**src/rtl/key_cond_pkg.sv**
```systemverilog
// Shared types and default constants for the push-button conditioner.
package key_cond_pkg;

  typedef enum logic [1:0] {
    RELEASED     = 2'd0,
    PRESS_WAIT   = 2'd1,
    PRESSED      = 2'd2,
    RELEASE_WAIT = 2'd3
  } key_state_t;

  localparam int unsigned KEY_SYNC_STAGES_DEFAULT     = 2;
  localparam int unsigned KEY_DEBOUNCE_CYCLES_DEFAULT = 500000;

endpackage : key_cond_pkg

```
**src/rtl/key_debounce_ch.sv**
```systemverilog
// One key channel: synchroniser, debounce FSM with stability counter,
// registered press/release pulses and an 8-bit accepted-press counter.
module key_debounce_ch
  import key_cond_pkg::*;
#(
  parameter int unsigned SYNC_STAGES     = KEY_SYNC_STAGES_DEFAULT,
  parameter int unsigned DEBOUNCE_CYCLES = KEY_DEBOUNCE_CYCLES_DEFAULT
) (
  input  logic       clk,
  input  logic       rst_n,
  input  logic       key_n,
  output logic       level,
  output logic       press_pulse,
  output logic       release_pulse,
  output logic [7:0] press_count
);

  localparam int unsigned CW = $clog2(DEBOUNCE_CYCLES + 1);
  localparam logic [CW-1:0] LAST = CW'(DEBOUNCE_CYCLES - 1);

  logic [SYNC_STAGES-1:0] sync;
  logic                   ks;

  key_state_t    state, state_nxt;
  logic [CW-1:0] cnt, cnt_nxt;
  logic          level_nxt, press_nxt, release_nxt;
  logic [7:0]    count_nxt;

  // Synchroniser chain; resets to the released (high) level of the raw pin.
  always_ff @(posedge clk or negedge rst_n) begin
    if (!rst_n) sync <= '1;
    else        sync <= {sync[SYNC_STAGES-2:0], key_n};
  end

  assign ks = ~sync[SYNC_STAGES-1];

  // State, stability counter, level, pulses and press counter registers.
  always_ff @(posedge clk or negedge rst_n) begin
    if (!rst_n) begin
      state         <= RELEASED;
      cnt           <= '0;
      level         <= 1'b0;
      press_pulse   <= 1'b0;
      release_pulse <= 1'b0;
      press_count   <= '0;
    end else begin
      state         <= state_nxt;
      cnt           <= cnt_nxt;
      level         <= level_nxt;
      press_pulse   <= press_nxt;
      release_pulse <= release_nxt;
      press_count   <= count_nxt;
    end
  end

  // Next-state and output logic; pulses default low so they last one cycle.
  always_comb begin
    state_nxt   = state;
    cnt_nxt     = cnt;
    level_nxt   = level;
    press_nxt   = 1'b0;
    release_nxt = 1'b0;
    count_nxt   = press_count;
    unique case (state)
      RELEASED: begin
        if (ks) begin
          state_nxt = PRESS_WAIT;
          cnt_nxt   = '0;
        end
      end
      PRESS_WAIT: begin
        if (!ks) begin
          state_nxt = RELEASED;
        end else if (cnt == LAST) begin
          state_nxt = PRESSED;
          level_nxt = 1'b1;
          press_nxt = 1'b1;
          count_nxt = press_count + 8'd1;
        end else begin
          cnt_nxt = cnt + 1'b1;
        end
      end
      PRESSED: begin
        if (!ks) begin
          state_nxt = RELEASE_WAIT;
          cnt_nxt   = '0;
        end
      end
      RELEASE_WAIT: begin
        if (ks) begin
          state_nxt = PRESSED;
        end else if (cnt == LAST) begin
          state_nxt   = RELEASED;
          level_nxt   = 1'b0;
          release_nxt = 1'b1;
        end else begin
          cnt_nxt = cnt + 1'b1;
        end
      end
      default: state_nxt = RELEASED;
    endcase
  end

endmodule : key_debounce_ch

```
**src/rtl/key_conditioner.sv**
```systemverilog
// Push-button conditioner: one independent debounce channel per KEY pin.
module key_conditioner
  import key_cond_pkg::*;
#(
  parameter int unsigned NUM_KEYS        = 4,
  parameter int unsigned SYNC_STAGES     = KEY_SYNC_STAGES_DEFAULT,
  parameter int unsigned DEBOUNCE_CYCLES = KEY_DEBOUNCE_CYCLES_DEFAULT
) (
  input  logic                  CLOCK_50,
  input  logic                  rst_n,
  input  logic [NUM_KEYS-1:0]   KEY,
  output logic [NUM_KEYS-1:0]   key_level,
  output logic [NUM_KEYS-1:0]   key_press,
  output logic [NUM_KEYS-1:0]   key_release,
  output logic [NUM_KEYS*8-1:0] press_cnt
);

  for (genvar i = 0; i < NUM_KEYS; i++) begin : g_ch
    key_debounce_ch #(
      .SYNC_STAGES    (SYNC_STAGES),
      .DEBOUNCE_CYCLES(DEBOUNCE_CYCLES)
    ) u_ch (
      .clk          (CLOCK_50),
      .rst_n        (rst_n),
      .key_n        (KEY[i]),
      .level        (key_level[i]),
      .press_pulse  (key_press[i]),
      .release_pulse(key_release[i]),
      .press_count  (press_cnt[8*i +: 8])
    );
  end

endmodule : key_conditioner

```
**config.mk**
```make
export PLATFORM = sky130hd
export DESIGN_NAME = key_conditioner
export DESIGN_NICKNAME = d
export VERILOG_FILES = /design/src/rtl/key_cond_pkg.sv /design/src/rtl/key_debounce_ch.sv /design/src/rtl/key_conditioner.sv
export SDC_FILE = /design/constraint.sdc
export NUM_CORES = 1
export LEC_CHECK = 0
export ABC_AREA = 1
export BUFFER_PORTS_ARGS = -buffer_cell sky130_fd_sc_hd__buf_4
export CAP_MARGIN = 20
export CELL_PAD_IN_SITES_DETAIL_PLACEMENT = 0
export CELL_PAD_IN_SITES_GLOBAL_PLACEMENT = 1
export CORE_ASPECT_RATIO = 0.7
export CORE_MARGIN = 10
export CORE_UTILIZATION = 45
export DETAILED_ROUTE_END_ITERATION = 8
export HOLD_SLACK_MARGIN = 0.05
export PLACE_DENSITY_LB_ADDON = 0.08
export SYNTH_ARGS = -nofsm -noshare
export SYNTH_HDL_FRONTEND = slang
export SYNTH_SLANG_ARGS = --single-unit
```
**constraint.sdc**
```tcl
create_clock -name CLOCK_50 -period 2.1 [get_ports CLOCK_50]
set_input_delay 0.42 -clock CLOCK_50 [delete_from_list [all_inputs] [get_ports CLOCK_50]]
set_output_delay 0.42 -clock CLOCK_50 [all_outputs]
set_load 0.01 [all_outputs]
```
==> results of run 1 <==
worst register-to-register path: stages, from the launching register on:
cell and delay, ns:
sky130_fd_sc_hd__dfrtp_1 0.38, sky130_fd_sc_hd__ha_1 0.26, sky130_fd_sc_hd__nand2_2 0.10, sky130_fd_sc_hd__nor2_2 0.13, sky130_fd_sc_hd__nand4_1 0.14, sky130_fd_sc_hd__nor2_2 0.19
sky130_fd_sc_hd__nand2_2 0.14, sky130_fd_sc_hd__nand2_8 0.17, sky130_fd_sc_hd__buf_4 0.17, sky130_fd_sc_hd__nand2_1 0.05, sky130_fd_sc_hd__o21ai_0 0.07
kinds of logic (layout without fill, tap and decap cells):
logic type | after synthesis | in the layout
AOI/OAI and AO/OA | 66 | 66
and+or+nand+nor | 739 | 739
DFF | 136 | 136
adders and majority gates | 8 | 8
buffers and inverters | 139 | 205
xor gates and xnor gates | 49 | 49
state kept, by name, summed over array words and instances (netlist names), named ones only:
register / count
g_ch.u_ch.cnt: 76
g_ch.u_ch.level: 4
g_ch.u_ch.press_count: 32
g_ch.u_ch.press_pulse: 4
g_ch.u_ch.release_pulse: 4
g_ch.u_ch.state: 4
g_ch.u_ch.sync: 8
layout by cell type, fill, tap and decap left out, types with 9 or more instances in the layout:
| cell | count |
|---|---|
| sky130_fd_sc_hd__nand3_1 | 108 |
| sky130_fd_sc_hd__nor2_2 | 9 |
| sky130_fd_sc_hd__o21ai_2 | 26 |
| sky130_fd_sc_hd__xnor2_1 | 14 |
| sky130_fd_sc_hd__o21ai_1 | 11 |
| sky130_fd_sc_hd__o21ai_0 | 24 |
| sky130_fd_sc_hd__nand2_1 | 375 |
| sky130_fd_sc_hd__dfrtp_1 | 128 |
| sky130_fd_sc_hd__nor2_1 | 166 |
| sky130_fd_sc_hd__xor2_1 | 35 |
| sky130_fd_sc_hd__clkbuf_16 | 17 |
| sky130_fd_sc_hd__nand4_1 | 36 |
| sky130_fd_sc_hd__buf_4 | 60 |
| sky130_fd_sc_hd__nor3_1 | 13 |
| sky130_fd_sc_hd__inv_1 | 101 |
metrics by stage:
stage / hold WS [ns] / setup slack (ns) / cell area, um2 / util
6_report: 0.0987 / 0.223 / 9420 / 0.523
5_1_grt: 0.0806 / 0.0100 / 9420 / 0.523
4_1_cts: 0.0835 / 0.159 / 9420 / 0.523
3_5_place_dp: 0.341 / 0.176 / 8820 / 0.490
3_3_place_gp: 0.338 / 0.235 / 8820 / 0.490
2_1_floorplan: 0.124 / 0.586 / 8250 / -
final timing paths:
check	startpoint	to	slack [ns]	depth (start not counted)
worst max register to register	g_ch[2].u_ch.cnt[0]	g_ch[2].u_ch.cnt[13]	0.22	10
worst min-delay path	KEY[0]	g_ch[0].u_ch.sync[0]	0.1	1
max in group asynchronous	rst_n	g_ch[2].u_ch.cnt[6]	1.05	3
worst min register to register	g_ch[1].u_ch.sync[0]	g_ch[1].u_ch.sync[1]	0.35	0
worst max-delay path	g_ch[2].u_ch.cnt[0]	g_ch[2].u_ch.cnt[13]	0.22	10
min in group asynchronous	rst_n	g_ch[3].u_ch.press_count[1]	0.45	2
area by class of cell:
class / count / share of cell area
multi-input combinational: 862 / 0.443
clock inverter: 12 / 0.0162
inverter: 107 / 0.0426
tap: 236 / 0.0313
clock buffer: 20 / 0.0463
sequential: 136 / 0.362
timing repair buffer: 66 / 0.0586
what timing repair did:
action / 4_1_cts / 5_1_grt
gates resized for setup: 0 / 1
hold endpoints to repair: 27 / 0
hold buffers: 1 / 0
endpoints found under the setup margin: 0 / 8
where the power goes:
part           switching [W]  leakage, nW  internal [W]  total (W)
clock network        0.00118        0.276       0.00186    0.00305
logic               0.000195         2.44     0.0000944   0.000289
registers          0.0000511         1.85       0.00267    0.00272
metal layers:
| metal | vias up | track usage |
|---|---|---|
| met3 | 18 | 0.0406 |
| met5 | - | 0 |
| met4 | 0 | 0.0464 |
| met1 | 3252 | 0.261 |
| li1 | 3715 | - |
| met2 | 142 | 0.225 |
==> results.md, run 1 <==
* Flip-flop and latch count after synthesis at 136
* Area of the multi-input gates at 4170 um2
* Post-route ant nets at 0
* Worst-path fanout max at 24
* Cell taking the most area after synthesis: sky130_fd_sc_hd__dfrtp_1
* Result of the run: finished, final reports clean
* Adder-Cell Fraction of Synth Area at 0.0121
* Highest metal layer used by the detailed router: met4
* Endpoints failing hold at 0
* Unrepaired setup endpoints after global routing: false
* DP Cell Count at 1406
* Synth area leaders: sky130_fd_sc_hd__dfrtp_1, sky130_fd_sc_hd__nand2_1, sky130_fd_sc_hd__nor2_1, sky130_fd_sc_hd__nand3_1, sky130_fd_sc_hd__inv_1
* Number of top-level pins at 50
* Combinational family with the most area after synthesis: simple AND/OR/NAND/NOR gates
* Clock transition at path regs at 0.06 ns
* Clock H-tree levels at 4
* Number of buffers created by CTS at 17
* Amount of wire on met3 after detailed routing at 1.00 mm
* Fraction of final layout cells with drive strength greater than 1 at 0.139
* Most numerous cell in the Yosys netlist: sky130_fd_sc_hd__nand2_1
* Via count of the first global-routing pass at 6694
* Average wire per standard cell at 13.7 um
* Final-layout fill cell count at 1774
* Final Max Tran Viols at 0
* Die boundary height at 133 um
* Initial Utilization at 0.458
* Part of the cycle the worst path needs at 0.894
* Drt total wl at 19.8 mm
* Placer's final routability congestion estimate at 0.881
* CP Data Arrival Time at 2.22 ns
* Peak clock frequency supported by timing at 533 MHz
* Type of the tightest min-delay check: in -> reg
* Max_slew headroom at 0.690
* Clk sink count at 136
* Post-DP HPWL at 14.7 mm
* Kind of end point of the critical path: flop
* Leakage power figure at 4.57 nW
* Detailed-routing wirelength on met1 at 10.9 mm
* Clock root cell: sky130_fd_sc_hd__clkbuf_16
* Clk_skew at 0.0143 ns
* Routed met2 length at 7.67 mm
* Number of placement rows at 41
* Net count after synthesis at 1151
* Total die area at 24200 um2
* Count of inserted antenna diode cells at 0
* Vias per std cell at 4.95
* Simple-gate portion of the synthesized area at 0.388
* Maximum number of pins on one net before global-route repair at 36
* Minimum period implied by the final worst setup slack at 1.88 ns
* WP data required at 2.44 ns
* Number of non-filler instances in the completed layout at 1439
* Flip-flop and latch area at 3410 um2
* Router iterations before antenna repair at 6
* Post-synthesis compound-gate area fraction at 0.0528
* Initial DRC Count at 621
* Top post-synthesis cells by count: sky130_fd_sc_hd__nand2_1, sky130_fd_sc_hd__nor2_1, sky130_fd_sc_hd__dfrtp_1, sky130_fd_sc_hd__nand3_1, sky130_fd_sc_hd__inv_1
* Post-synthesis share of cell area spent on xor and xnor gates at 0.0520
* Leading register cell type out of synthesis: sky130_fd_sc_hd__dfrtp_1
* # Post-CTS Setup Buffers at 0
* Port buffer count at 49
* Ordered list of cells on the worst path: ha_1 > nand2_2 > nor2_2 > nand4_1 > nor2_2 > nand2_2 > nand2_8 > buf_4 > nand2_1 > o21ai_0
* Post-layout nets at 1204
* Longest individual stage delay on the worst path at 0.38 ns
* Multiplexer area fraction after synthesis at 0
* Final setup fails at 0
* Mapped Avg Cell Area at 7.26 um2
* DIE WIDTH at 182 um
* Synthesized area at 8250 um2
* Async set-reset flop share out of synthesis at 1.00
* Pwr/cell area at 643 nW/um2
* Share of the synthesized area in the top cell type at 0.388
* Number of antenna violations at the first check in global routing at 0
* Worst-path cell with the longest stage delay: sky130_fd_sc_hd__dfrtp_1
* Core outline area at 18000 um2
* First-pass GRT wire length at 34.3 mm
* Congestion Overflow GR at 0
* Worst Tran Pin Value at 0.461 ns
* Area added between synthesis and finish at 14.2%
* Family of cells with the greatest summed delay on the critical path: simple AND/OR/NAND/NOR gates
* Clock network latency to the later pin of the worst-skew pair at 0.43 ns
* Critical Setup Path Class: reg -> reg
* Number of maximum-capacitance constraint violations at 0
* Category of the worst setup path launch point: flop
* Maximum clock insertion buffer count at 2
* Aggregate global-route resource usage at 0.169
* Total number of vias at 7127
* Post-detailed-route DRC marker count at 0
* Power Total at 0.00606 W
* Setup TNS at 0 ns
* Cells after Synth at 1137
* Unique cell type count in the Yosys netlist at 37
* CTS tree: done
* Number of enable flip-flop cells after synthesis at 0
* Sum of buffers and inverters on the critical path at 1
* Sequential area share after synthesis at 0.414
* Worst voltage drop across the vdd grid at 0.449 mV
* Warnings from Yosys at 0
Note: power is estimated with default switching activity, not from simulation.
==> run 2, diff against run 1 <==
ABC_AREA = 0   (was 1)
CORE_UTILIZATION = 47   (was 45)
==> run 2 against run 1 <==
  * The flow now finishes with violations (setup timing)
  * Global-route usage rose by 0.13 points
  * Combinational power is 27% higher
  * Power grew 6.0%
  * Critical path depth down 5
  * Die area down 16%
  * Clock power grew 7.5%
  * Sequential share of layout area grew 2.8 points
  * Largest cell class unchanged
  * Highest routed layer unchanged
==> results.md, run 2 <==
* Result of the run: finished with violations
* Violated checks: setup timing
* Capture point of the worst path: g_ch[0].u_ch.press_count[1]
* Endpoints failing hold at 0 (unchanged)
* Synthesized area at 7020 um2 (-15%)
* Net count after synthesis at 754 (-34%)
* CP Data Arrival Time at 2.54 ns (+0.32 ns)
* Mapped Avg Cell Area at 9.49 um2 (+31%)
* Clock root cell: sky130_fd_sc_hd__clkbuf_16
* Top post-synthesis cells by count: sky130_fd_sc_hd__dfrtp_1, sky130_fd_sc_hd__nand2_1, sky130_fd_sc_hd__nor2_1, sky130_fd_sc_hd__nand3_1, sky130_fd_sc_hd__o21ai_0
* Average wire per standard cell at 16.5 um (+20%)
* Commonest non-fill, non-tap cell in the layout: sky130_fd_sc_hd__dfrtp_1
* Worst voltage drop across the vdd grid at 0.639 mV (+42%)
* Async set-reset flop share out of synthesis at 1.00 (unchanged)
* Aggregate global-route resource usage at 0.171 (+0.00134)
* Leakage power figure at 3.96 nW (-13%)
* Number of buffers created by CTS at 17 (unchanged)
* Minimum period implied by the final worst setup slack at 2.24 ns (+0.362 ns)
* Post-detailed-route DRC marker count at 0 (unchanged)
* Clock network latency to the later pin of the worst-skew pair at 0.42 ns (about the same)
* Placer's final routability congestion estimate at 0.877 (-0.43%)
* Maximum clock insertion buffer count at 2 (unchanged)
* Post-layout nets at 853 (-29%)
* Max_slew headroom at 0.574 (-0.116)
* Register with the most flip-flops: g_ch.u_ch.cnt
* Flip-flop and latch area at 3410 um2 (unchanged)
* Router iterations before antenna repair at 5 (-1)
* Critical Setup Path Class: reg -> reg
* Most numerous cell in the Yosys netlist: sky130_fd_sc_hd__dfrtp_1
* Setup slack of the worst register-to-register path at -0.14 ns (-0.36 ns)
* Count of inserted antenna diode cells at 0 (unchanged)
* CTS tree: done
* Pwr/cell area at 734 nW/um2 (+14%)
* Post-route ant nets at 0 (unchanged)
* Worst setup path start: g_ch[0].u_ch.cnt[5]
* Kind of end point of the critical path: flop
* Clock transition at path regs at 0.06 ns (about the same)
* Flip-flop and latch count after synthesis at 136 (unchanged)
* Part of the cycle the worst path needs at 1.07 (+0.173)
* Hold Worst Slack at 0.101 ns (+0.00221 ns)
* Port buffer count at 49 (unchanged)
* Post-DP HPWL at 12.1 mm (-17%)
* Initial DRC Count at 446 (-28%)
* Initial Utilization at 0.479 (+0.0205)
* Via count of the first global-routing pass at 5806 (-13%)
* Total die area at 20300 um2 (-16%)
* Area of the multi-input gates at 3420 um2 (-18%)
* Worst Tran Pin Value at 0.634 ns (+0.174 ns)
* Total number of vias at 5945 (-17%)
* Category of the worst setup path launch point: flop
* Number of antenna violations at the first check in global routing at 0 (unchanged)
* Clk_skew at 0.00761 ns (-0.00672 ns)
* Number of enable flip-flop cells after synthesis at 0 (unchanged)
* Worst reg2reg path endpoint: g_ch[0].u_ch.press_count[1]
* Top library cells by usage in the layout, fill and taps aside: sky130_fd_sc_hd__dfrtp_1, sky130_fd_sc_hd__buf_4, sky130_fd_sc_hd__nand2_1
* Cell taking the most area after synthesis: sky130_fd_sc_hd__dfrtp_1
* Launch instance of the worst register-to-register path: g_ch[0].u_ch.cnt[5]
* Type of the tightest min-delay check: in -> reg
* DIE WIDTH at 166 um (-8.6%)
* Congestion Overflow GR at 0 (unchanged)
* Fraction of final layout cells with drive strength greater than 1 at 0.222 (+0.0830)
* Clock H-tree levels at 4 (unchanged)
* Unique cell type count in the Yosys netlist at 61 (+65%)
* Vias per std cell at 5.68 (+15%)
* Cells after Synth at 740 (-35%)
* Peak clock frequency supported by timing at 447 MHz (-16%)
* Number of maximum-capacitance constraint violations at 0 (unchanged)
* Final Max Tran Viols at 0 (unchanged)
* Maximum number of pins on one net before global-route repair at 48 (+33%)
* Sequential area share after synthesis at 0.486 (+0.0722)
* Final-layout fill cell count at 1233 (-30%)
* Number of placement rows at 37 (-9.8%)
* Warnings from Yosys at 0 (unchanged)
* Share of the synthesized area in the top cell type at 0.456 (+0.0677)
* Unrepaired setup endpoints after global routing: true
* Post-Place Cell Area at 8000 um2 (-9.2%)
* Flip-flop count of the largest register, all copies and words added at 76 (unchanged)
* Largest registers ranked by flip-flop count: g_ch.u_ch.cnt x76, g_ch.u_ch.press_count x32, g_ch.u_ch.sync x8
* Setup TNS at -1.05 ns (-1.05 ns)
* Worst R2R Path Depth at 5 (-5)
* Final critical-path setup slack at -0.139 ns (-0.362 ns)
* Number of top-level pins at 50 (unchanged)
* Drt total wl at 17.2 mm (-13%)
* WP data required at 2.40 ns (-0.04 ns)
* Design area at 8750 um2 (-7.1%)
* Worst-path fanout max at 4 (-83%)
* Core outline area at 14700 um2 (-18%)
* Clk sink count at 136 (unchanged)
* Die boundary height at 122 um (-8.3%)
* Final setup fails at 11 (+11)
* Leading register cell type out of synthesis: sky130_fd_sc_hd__dfrtp_1
* Area added between synthesis and finish at 24.6%
* Synth area leaders: sky130_fd_sc_hd__dfrtp_1, sky130_fd_sc_hd__nand2_1, sky130_fd_sc_hd__xnor2_1, sky130_fd_sc_hd__mux2i_1, sky130_fd_sc_hd__nand3_1
* First-pass GRT wire length at 29.0 mm (-15%)
## run 2: cell count changes after synthesis, moves of 21 or more
cell	change
sky130_fd_sc_hd__a21oi_1	+29
sky130_fd_sc_hd__mux2i_1	+24
sky130_fd_sc_hd__xor2_1	-26
sky130_fd_sc_hd__nand2_1	-274
sky130_fd_sc_hd__nor2_1	-116
sky130_fd_sc_hd__nand3_1	-61
sky130_fd_sc_hd__inv_1	-81
sky130_fd_sc_hd__o21ai_2	-26
sky130_fd_sc_hd__clkbuf_1	+21
## run 2: layer usage
metal  vias to the layer above  track usage  wire (um)
met1                      2916        0.233       8410
met5                         -            0          0
met2                       122        0.265       7940
li1                       2890            -          -
met3                        17       0.0339        682
met4                         0       0.0662        214
## run 2: kinds of logic (layout without fill, tap and decap cells)
logic type | Yosys count | after routing | synth area share
flip-flops | 136 | 136 | 0.486
adder cells (fa/ha/maj) | 8 | 8 | 0.0143
multiplexers | 29 | 29 | 0.0422
XOR/XNOR | 37 | 37 | 0.0461
AND/OR/NAND/NOR | 343 | 343 | 0.258
AO/OA/AOI/OAI | 126 | 126 | 0.114
buffers and inverters | 61 | 173 | 0.0394
## run 2: worst min path at each step
stage                           endpoint            startpoint  slack, ns  cells after the start
finish              g_ch[0].u_ch.sync[0]                KEY[0]       0.10                      1
global route        g_ch[1].u_ch.sync[0]                KEY[1]       0.09                      1
detailed placement  g_ch[1].u_ch.sync[1]  g_ch[1].u_ch.sync[0]       0.35                      0
global placement    g_ch[1].u_ch.sync[1]  g_ch[1].u_ch.sync[0]       0.35                      0
CTS                 g_ch[0].u_ch.sync[0]                KEY[0]       0.09                      1
floorplan                      async pin                 rst_n       0.12                      0
## run 2: worst max-delay path: stages (launching register included)
cell and delay [ns]:
sky130_fd_sc_hd__dfrtp_1 0.38, sky130_fd_sc_hd__or4bb_1 0.52, sky130_fd_sc_hd__or4_4 0.59, sky130_fd_sc_hd__nor3_4 0.20, sky130_fd_sc_hd__buf_4 0.15, sky130_fd_sc_hd__mux2_4 0.28
## run 2: layout make-up
type / count / share of cell area
Clock buffer: 21 / 0.0549
Clock inverter: 11 / 0.0193
Inverter: 20 / 0.00858
Multi-Input combinational cell: 543 / 0.391
Sequential cell: 136 / 0.390
Tap cell: 195 / 0.0279
Timing Repair Buffer: 121 / 0.108
## run 2: power by group
group | switching (W) | leakage (nW) | internal, W
Sequential | 0.0000822 | 1.85 | 0.00269
Combinational | 0.000222 | 1.80 | 0.000146
Clock | 0.00117 | 0.307 | 0.00211
## run 2: timing repair
action / CTS / global route
hold buffers: 1 / 0
pin swaps: 1 / 8
endpoints found under the hold margin: 42 / 0
resized for setup: 6 / 11
endpoints found under the setup margin: 11 / 22
setup buffers: 2 / 1
## run 2: per-stage QoR
stage | power, W | utilization | worst slack (ns) | instances
floorplan | 0.00299 | - | -0.167 | 740
global placement | 0.00316 | 0.545 | -0.130 | 1011
detailed placement | 0.00318 | 0.545 | -0.153 | 1011
CTS | 0.00648 | 0.592 | -0.153 | 1046
global route | 0.00665 | 0.596 | -0.249 | 1047
finish | 0.00642 | 0.596 | -0.139 | 1047
==> run 3, diff against run 2 <==
CORE_MARGIN = default   (was 10)
CORE_UTILIZATION = 45   (was 47)
PLACE_DENSITY = 0.89   (was default)
PLACE_DENSITY_LB_ADDON = default   (was 0.08)
==> run 3 against run 2 <==
  * The flow still finishes with violations (setup timing)
  * Setup slack lost 0.072 ns
  * Maximum frequency shrank 3.1%
  * Largest power group unchanged
  * Clock-buffer cell count shrank 3
  * Via count grew 1.1%
  * First-iteration DRC count shrank 16%
  * Sequential share of layout area shrank 1.0 points
  * Non-clock buffer count grew 13
  * Clock skew grew 0.0023 ns
  * Combinational power grew 3%
==> results.md, run 3 (synthesis results as in run 2) <==
* Result of the run: finished with violations
* Violated checks: setup timing
* Number of buffers created by CTS at 17 (unchanged)
* Clk_skew at 0.00993 ns (+0.00232 ns)
* Initial DRC Count at 375 (-16%)
* Maximum number of pins on one net before global-route repair at 54 (+13%)
* Leakage power figure at 4.10 nW (+3.4%)
* Area of the multi-input gates at 3520 um2 (+2.7%)
* Origin of the worst min-delay path: KEY[0]
* Setup slack of the worst register-to-register path at -0.21 ns (-0.07 ns)
* Number of antenna violations at the first check in global routing at 0 (unchanged)
* DIE WIDTH at 151 um (-8.9%)
* Largest registers ranked by flip-flop count: g_ch.u_ch.cnt x76, g_ch.u_ch.press_count x32, g_ch.u_ch.sync x8
* Power Total at 0.00653 W (+1.8%)
* Router iterations before antenna repair at 5 (unchanged)
* Post-DP HPWL at 11.5 mm (-5.4%)
* Final-layout fill cell count at 1226 (-0.57%)
* Number of maximum-capacitance constraint violations at 0 (unchanged)
* Congestion Overflow GR at 0 (unchanged)
* Post-route ant nets at 0 (unchanged)
* Clock transition at path regs at 0.06 ns (about the same)
* Unrepaired setup endpoints after global routing: true
* Kind of end point of the critical path: flop
* Maximum clock insertion buffer count at 2 (unchanged)
* Top library cells by usage in the layout, fill and taps aside: sky130_fd_sc_hd__dfrtp_1, sky130_fd_sc_hd__buf_4, sky130_fd_sc_hd__nand2_1
* CTS tree: done
* Peak clock frequency supported by timing at 433 MHz (-3.1%)
* Minimum period implied by the final worst setup slack at 2.31 ns (+0.0722 ns)
* Critical Setup Path Class: reg -> reg
* Fraction of final layout cells with drive strength greater than 1 at 0.250 (+0.0282)
* Capture point of the worst path: g_ch[0].u_ch.cnt[0]
* Worst-case setup slack after placement at -0.181 ns (-0.0276 ns)
* Worst setup path start: g_ch[0].u_ch.cnt[12]
* Commonest non-fill, non-tap cell in the layout: sky130_fd_sc_hd__dfrtp_1
* Worst-path fanout max at 2 (-2)
* Worst R2R Path Depth at 6 (+1)
* Type of the tightest min-delay check: in -> reg
* Worst reg2reg path endpoint: g_ch[0].u_ch.cnt[0]
* Worst voltage drop across the vdd grid at 0.489 mV (-23%)
* Max_slew headroom at 0.602 (+0.0275)
* Placer's final routability congestion estimate at 0.864 (-1.6%)
* Launch instance of the worst register-to-register path: g_ch[0].u_ch.cnt[12]
* Area added between synthesis and finish at 27.9%
* Number of placement rows at 37 (unchanged)
* Register with the most flip-flops: g_ch.u_ch.cnt
* Flip-flop count of the largest register, all copies and words added at 76 (unchanged)
* Total die area at 16100 um2 (-21%)
* Clock H-tree levels at 4 (unchanged)
* Clock root cell: sky130_fd_sc_hd__clkbuf_16
* Vias per std cell at 5.67 (about the same)
* Average wire per standard cell at 16.0 um (-3.2%)
* Flip-flop and latch area at 3410 um2 (unchanged)
* Final critical-path setup slack at -0.211 ns (-0.0722 ns)
* WP data required at 2.40 ns (about the same)
* Aggregate global-route resource usage at 0.221 (+0.0500)
* Final Max Tran Viols at 0 (unchanged)
* Total number of vias at 6009 (+1.1%)
* Initial Utilization at 0.470 (-0.00889)
* Via count of the first global-routing pass at 5855 (+0.84%)
* Drt total wl at 16.9 mm (-2.0%)
* Endpoints failing hold at 0 (unchanged)
* Port buffer count at 49 (unchanged)
* Clk sink count at 136 (unchanged)
* Pwr/cell area at 728 nW/um2 (-0.82%)
* Category of the worst setup path launch point: flop
* Die boundary height at 107 um (-13%)
* Worst Tran Pin Value at 0.593 ns (-0.0410 ns)
* First-pass GRT wire length at 28.1 mm (-3.0%)
* Part of the cycle the worst path needs at 1.10 (+0.0344)
* Post-detailed-route DRC marker count at 0 (unchanged)
* Post-layout nets at 866 (+1.5%)
* Number of top-level pins at 50 (unchanged)
* Count of inserted antenna diode cells at 0 (unchanged)
* Core outline area at 15000 um2 (+1.9%)
* Final setup fails at 17 (+6)
* Clock network latency to the later pin of the worst-skew pair at 0.42 ns (about the same)
* CP Data Arrival Time at 2.61 ns (+0.07 ns)
[run 3: how the worst min path moves through the flow]
stage                                end  depth (start not counted)
global route        g_ch[3].u_ch.sync[0]                          1
global placement    g_ch[2].u_ch.sync[1]                          0
CTS                 g_ch[0].u_ch.sync[0]                          1
finish              g_ch[0].u_ch.sync[0]                          1
detailed placement  g_ch[3].u_ch.sync[1]                          0
floorplan                      async pin                          0
[run 3: critical path, cell delays in order (launching register included)]
cell	delay, ns
sky130_fd_sc_hd__dfrtp_1	0.38
sky130_fd_sc_hd__or4b_4	0.54
sky130_fd_sc_hd__or4_4	0.56
sky130_fd_sc_hd__buf_6	0.15
sky130_fd_sc_hd__nor2_4	0.10
sky130_fd_sc_hd__mux2_4	0.30
sky130_fd_sc_hd__a22o_1	0.18
[run 3: metal layers]
metal  share of wire  up-vias  track usage
met3           0.040       13       0.0498
met4          0.0089        0       0.0650
met2            0.47      127        0.336
met5               0        -            0
li1                -     2915            -
met1            0.49     2954        0.312
[run 3: what timing repair did]
action                                  in CTS  in global routing
endpoints found under the setup margin      17                 37
hold endpoints to repair                    46                  0
buffers inserted                             4                  7
hold buffers                                 1                  0
pin swaps                                   10                 11
gates resized for setup                     16                 28
[run 3: per-stage QoR]
step           hold slack (ns)  cells   util  TNS (ns)  cell area (um2)
4_1_cts                 0.0972   1052  0.589     -1.96             8810
5_1_grt                 0.0959   1059  0.601     -2.72             8980
3_5_place_dp             0.347   1016  0.538     -1.20             8040
2_1_floorplan            0.124    740      -    -0.428             7050
3_3_place_gp             0.346   1016  0.538    -0.917             8040
6_report                 0.108   1059  0.601     -1.68             8980
[run 3: layout make-up]
cell class                      count  share of cell area
Clock inverter                     13              0.0252
Inverter                           20             0.00836
Sequential cell                   136               0.380
Multi-Input combinational cell    543               0.391
Clock buffer                       18              0.0489
Tap cell                          195              0.0272
Timing Repair Buffer              134               0.119
[run 3: power by group]
part	switching [W]	leakage (nW)	total, W	internal [W]
Combinational	0.000226	1.92	0.000378	0.000152
Clock	0.00113	0.329	0.00338	0.00225
Sequential	0.0000832	1.85	0.00278	0.00269
Total	0.00144	4.10	0.00653	0.00509
